$ cat config.mk
export PLATFORM = sky130hd
export DESIGN_NAME = ddr3_cmd_sequencer
export DESIGN_NICKNAME = d
export VERILOG_FILES = /design/src/rtl/ddr3_cmd_sequencer.sv
export SDC_FILE = /design/constraint.sdc
export NUM_CORES = 1
export LEC_CHECK = 0
export CAP_MARGIN = 5
export CORE_UTILIZATION = 42
export DETAILED_ROUTE_END_ITERATION = 7
export PLACE_DENSITY = 0.76
export SETUP_SLACK_MARGIN = 0.2
export SYNTH_ARGS = -nofsm -noshare
export SYNTH_HDL_FRONTEND = slang
export SYNTH_SLANG_ARGS = --single-unit
$ cat constraint.sdc
create_clock -name clk_div -period 2.5 [get_ports clk_div]
set_clock_uncertainty 0.05 [all_clocks]
set_input_delay 0.375 -clock clk_div [delete_from_list [all_inputs] [get_ports clk_div]]
set_output_delay 0.375 -clock clk_div [all_outputs]
set_load 0.02 [all_outputs]
$ cat src/rtl/ddr3_cmd_sequencer.sv
// DDR3 command/address sequencer: expands handshaked commands into two-half PHY
// buses, inserts programmable NOP gaps, keeps sticky CKE/ODT and drives tristate.
module ddr3_cmd_sequencer #(
   parameter int ADDRESS_NUMBER = 15,
   parameter int NOP_WIDTH      = 8,
   parameter int CNT_WIDTH      = 16
) (
   input  logic                        clk_div,
   input  logic                        rst,
   input  logic                        en,
   input  logic                        cmd_valid,
   output logic                        cmd_ready,
   input  logic [ADDRESS_NUMBER-1:0]   cmd_addr,
   input  logic [2:0]                  cmd_bank,
   input  logic [2:0]                  cmd_rcw,
   input  logic                        cmd_cke,
   input  logic                        cmd_odt,
   input  logic                        cmd_slot,
   input  logic [NOP_WIDTH-1:0]        cmd_nop,
   output logic [2*ADDRESS_NUMBER-1:0] out_a,
   output logic [5:0]                  out_ba,
   output logic [1:0]                  out_ras,
   output logic [1:0]                  out_cas,
   output logic [1:0]                  out_we,
   output logic [1:0]                  out_cke,
   output logic [1:0]                  out_odt,
   output logic                        out_tri,
   output logic                        busy,
   output logic [CNT_WIDTH-1:0]        cmd_count
);

   logic [NOP_WIDTH-1:0]        cnt;
   logic                        accept;
   logic [2*ADDRESS_NUMBER-1:0] a_pair;
   logic [5:0]                  ba_pair;

   // Gated by rst so no command can be handshaked while the block is held in reset.
   assign cmd_ready = en & (cnt == '0) & ~rst;
   assign accept    = cmd_valid & cmd_ready;
   assign busy      = (cnt != '0);

   always_comb begin
      a_pair  = '0;
      ba_pair = '0;
      for (int unsigned i = 0; i < ADDRESS_NUMBER; i++)
         a_pair[2*i +: 2] = {2{cmd_addr[i]}};
      for (int unsigned i = 0; i < 3; i++)
         ba_pair[2*i +: 2] = {2{cmd_bank[i]}};
   end

   always_ff @(posedge clk_div or posedge rst) begin
      if (rst) begin
         out_a     <= '0;
         out_ba    <= '0;
         out_ras   <= 2'b11;
         out_cas   <= 2'b11;
         out_we    <= 2'b11;
         out_cke   <= 2'b00;
         out_odt   <= 2'b00;
         out_tri   <= 1'b1;
         cnt       <= '0;
         cmd_count <= '0;
      end else begin
         out_ras <= 2'b11;
         out_cas <= 2'b11;
         out_we  <= 2'b11;
         if (accept) begin
            out_a   <= a_pair;
            out_ba  <= ba_pair;
            out_cke <= {2{cmd_cke}};
            out_odt <= {2{cmd_odt}};
            cnt     <= cmd_nop;
            // Pin levels go into the selected half; the other half idles at NOP.
            if (cmd_slot) begin
               out_ras <= {cmd_rcw[2], 1'b1};
               out_cas <= {cmd_rcw[1], 1'b1};
               out_we  <= {cmd_rcw[0], 1'b1};
            end else begin
               out_ras <= {1'b1, cmd_rcw[2]};
               out_cas <= {1'b1, cmd_rcw[1]};
               out_we  <= {1'b1, cmd_rcw[0]};
            end
            if (cmd_rcw != 3'b111)
               cmd_count <= cmd_count + CNT_WIDTH'(1);
         end else if (cnt != '0) begin
            cnt <= cnt - NOP_WIDTH'(1);
         end
         if (en)
            out_tri <= 1'b0;
         else if (cnt == '0)
            out_tri <= 1'b1;
      end
   end

endmodule
Word level (Yosys, flattened, before mapping)

Index checks and enable logic that the tools add are counted.

Register bits after elaboration: 67
Input bits: 36
Output and inout bits: 65
Logic and storage cells: 32

$add $sub $neg: 2
Equal/unequal tests: 1
Muxes and demuxes: 10
Bitwise gates (word level): 4
Reduce and logical (&&, ||, !) cells: 5

Operators with widths:

| cell                  | count |
|---|---|
| $add 16x1->16 const B | 1 |
| $mux 8                | 2 |
| $mux 2                | 6 |
| $logic_not 8->1       | 1 |
| $reduce_bool 8->1     | 1 |
| $sub 8x1->8 const B   | 1 |
| $reduce_bool 2->1     | 2 |
| $and 1x1->1           | 3 |
| $ne 3x3->1 const B    | 1 |
| $mux 1                | 2 |
| $reduce_and 2->1      | 1 |
| $not 1->1             | 1 |

Depth between registers and ports, before layout

Gate-level depths: netlist of run 1.

Depth in word-level cells: 5
Mapped depth: 8
Depth with buffers taken out: 7

Worst setup path after synthesis of run 1

No wires, ideal clock.

Path type: input port to output port
From: input rst
To: output cmd_ready
Arrival time: 1870 ps
Data required time: 2075 ps
Slack: 205 ps
Cell stages on the path: 2
Path buffers: 0
Cell sequence: inv_1 > and3_1

Word-level cells in the longest chain between the ends: 2

RTL lines:

| element         | line | RTL |
|---|---|---|
| start, declared | 9    | `input logic rst,` |
| $not 1->1       | 38   | `assign cmd_ready = en & (cnt == '0) & ~rst;` |
| $and 1x1->1     | 38   |  |
| end, declared   | 12   | `output logic cmd_ready,` |

No other way between the ends.

Worst setup path in the final report of run 1

From: register cnt[0]
To: output cmd_ready

Word-level cells in the longest chain between the ends: 3

RTL lines:

| element                  | line | RTL |
|---|---|---|
| start, declared          | 32   | `logic [NOP_WIDTH-1:0] cnt;` |
| start signal, assigned   | 72   | `cnt <= cmd_nop;` |
| start signal, assigned   | 86   | `cnt <= cnt - NOP_WIDTH'(1);` |
| $logic_not 8->1          | 38   |  |
| $and 1x1->1 (2 in a row) | 38   |  |

No other way between the ends.

==> results of run 1 <==
-- sequential cells by signal (all words and copies together), names as in the netlist --
name       cells
out_tri        1
out_ras        2
out_ba         3
out_cke        1
out_cas        2
out_a         15
out_odt        1
cnt            8
out_we         2
cmd_count     16
-- critical path: cells and delay by family, from the launching register on --
| family | cells | cell delay [ps] |
|---|---|---|
| AND/OR/NAND/NOR | 3 | 690 |
| adder cells (fa/ha/maj) | 1 | 200 |
| flip-flops | 1 | 390 |
| buffers and inverters | 2 | 220 |
-- through the flow --
stage | cell area, sq um | util (%) | setup WS (ps)
floorplan | 2390 | - | 205
global placement | 3350 | 60.8 | 153
detailed placement | 3350 | 60.8 | 130
CTS | 3460 | 62.8 | 214
global route | 3490 | 63.3 | 190
finish | 3490 | 63.3 | 278
-- area by class of cell --
cell class	count	area share, %
multi-input combinational	119	26.0
timing repair buffer	109	30.8
tap	72	2.58
inverter	7	0.753
clock inverter	1	0.215
sequential	51	36.8
clock buffer	7	2.76
-- per-layer routing --
| metal | global-route usage, % | wire length (um) | part of all wire (%) | vias to the layer above |
|---|---|---|---|---|
| met5 | 0 | 0 | 0 | - |
| met4 | 5.09 | 60 | 1.3 | 0 |
| met3 | 4.35 | 318 | 6.7 | 5 |
| met2 | 28.5 | 2300 | 48 | 73 |
| met1 | 20.2 | 2070 | 44 | 831 |
| li1 | - | - | - | 856 |
-- synth_stat cells, drive strengths merged, types with 6 or more instances --
cell	number	area, sq um
dfrtp	44	1100
nor3	13	76.3
nand3	6	30.0
mux2	21	236
nand2	13	48.8
buf	24	191
dfstp	7	184
xor2	12	105
nor2	8	37.5
inv	7	26.3
-- worst min-delay path by stage --
stage	startpoint	to	slack, ps	cells past startpoint
floorplan	en	out_tri	360	1
global placement	cmd_count[15]	cmd_count[15]	420	1
detailed placement	cmd_count[15]	cmd_count[15]	430	1
CTS	cmd_count[15]	cmd_count[15]	440	1
global route	cmd_count[15]	cmd_count[15]	460	1
finish	cmd_count[15]	cmd_count[15]	430	1
-- cell families after synthesis --
group	count (synthesis)
simple gates	66
flops	51
buf+inv	31
mux	22
xor+xnor	17
compound gates	12
fa+ha+maj	2
-- timing repair --
item,4_1_cts,5_1_grt
hold buffers,0,0
setup endpoints to repair,12,24
resized for setup,9,4
setup buffers,0,3
pin swaps,0,1
-- report_power, final --
group	total (uW)	internal (uW)	switching (uW)	leakage (uW)
clock	511	252	259	0.0000505
combinational	655	347	307	0.000843
sequential	1010	926	84.2	0.000657
==> summary.md, run 1 <==
| Metric | Value |
|---|---|
| Status | `finished, final reports clean` |
| Antenna diodes | `0` |
| Slew @ Worst Pin | `626 ps` |
| Most common cell after layout, fill and taps aside | `clkdlybuf4s50_1` |
| Detail Route Antenna Nets | `0` |
| Arr. time, crit path | `1800 ps` |
| Worst r2r dst | `out_a[1]` |
| Critical Path Sink | `cmd_ready` |
| Num rows | `27` |
| Register clock-pin slew on the reported worst setup and hold paths | `90 ps` |
| Count of final setup violators | `0` |
| Antenna violations before repair | `0` |
| Min Tclk post-route | `2220 ps` |
| Crit. End Element | `output pin` |
| Main combinational cell family by area after synthesis | `simple AND/OR/NAND/NOR gates` |
| Synthesized flop and latch total | `51` |
| Post-synthesis mux area share | `10.3%` |
| Worst Hold Class | `reg2reg` |
| Endpoints failing hold | `0` |
| Hold WS | `428 ps` |
| R2R setup slack | `310 ps` |
| Routed via count | `1765` |
| Total I/O pin count | `101` |
| Critical path peak fanout | `4` |
| Num CTS Buffers | `5` |
| Total GRT Usage | `16.6%` |
| Slew HR | `58.2%` |
| Initial DRC count | `55` |
| Synthesized-area fraction occupied by adder cells | `1.05%` |
| Storage element area | `1280 sq um` |
| Number of global-route vias before repair | `1671` |
| Startpoint types | `register` |
| Synth cell types | `35` |
| Avg Cell Area, Syn | `11.9 sq um` |
| Dpl cells | `355` |
| CTS Sinks | `51` |
| Post-synthesis simple-gate area fraction | `16.3%` |
| Most frequent cells in the layout | `98 x clkdlybuf4s50_1, 44 x dfrtp_1, 20 x mux2_2` |
| Post-synth net total | `239` |
| Grt total ovfl | `0` |
| Max-slew violation count | `0` |
| CP Launch Point | `cnt[0]` |
| Core ar. | `5510 sq um` |
| Syn. warnings | `0` |
| Max Fclk | `450 MHz` |
| Slowest cell on crit path | `or3b_4` |
| Initial Util | `43.5%` |
| Drt wl/cell | `13.0 um` |
| Max Root-Sink Buffers | `2` |
| Fin crit share | `88.9%` |
| Total Routed Length | `4750 um` |
| CP Cell Sequence | `inv_1 -> ha_2 -> or3b_4 -> nor2_4 -> and3_1 -> buf_4` |
| Max capacitance violation total | `0` |
| Leak pwr | `0.00155 uW` |
| DRC | `0` |
| Die H | `77.5 um` |
| First-pass DRT Iterations | `4` |
| Global-route wire length before repair | `7780 um` |
| RSZ-0062 raised after global routing | `yes` |
| Layout cells sized above 1 | `18.7%` |
| Fraction of registers with async set/reset | `100%` |
| Most used DFF post-synth | `dfrtp_1` |
| Synth-to-layout area growth | `45.7%` |
| Root Driver | `clkbuf_8` |
| Complex-gate fraction of the synthesized area | `3.35%` |
| Post-route setup TNS | `0 ps` |
| Fillers | `454` |
| Chip Width | `77.5 um` |
| Worst Path Required | `2080 ps` |
| Mapped Area | `2390 sq um` |
| Multi-input logic area | `908 sq um` |
| Full die area | `6000 sq um` |
| Clock Latency Late Sink | `300 ps` |
| CTS H-tree lvls | `2` |
| Largest net degree at the start of global routing | `52` |
| Xor and xnor area share after synthesis | `6.22%` |
| Detail Placement HPWL | `3530 um` |
| CTS tree | `yes` |
| CP peak stage delay | `400 ps` |
| Syn Inst Count | `201` |
| EDFF count, synth | `0` |
| PortBufs | `100` |
| CP Class | `reg2out` |
| Reg-to-reg startpoint | `cnt[0]` |
| Sequential area share after synthesis | `53.7%` |
| Reg2reg path depth | `7` |
| Non-filler instance count after layout | `366` |
| Pwr dens | `624 nW/um^2` |
| Nets@finish | `331` |
| Worst VDD drop | `0.393 mV` |
| Via density | `4.82` |
| GPL Wtd Cong | `0.788` |
| Overall Power | `2180 uW` |
Note: power is estimated with default switching activity, not from simulation.
==> inputs of run 2 (changes only) <==
--- a/config.mk
+++ b/config.mk
@@ -5,7 +5,7 @@
 export SDC_FILE = /design/constraint.sdc
 export NUM_CORES = 1
 export LEC_CHECK = 0
-export CAP_MARGIN = 5
+export CAP_MARGIN = 25
 export CORE_UTILIZATION = 42
 export DETAILED_ROUTE_END_ITERATION = 7
 export PLACE_DENSITY = 0.76
==> results of run 2 <==
No change in the layout: final DEF, timing and power equal those of run 1.
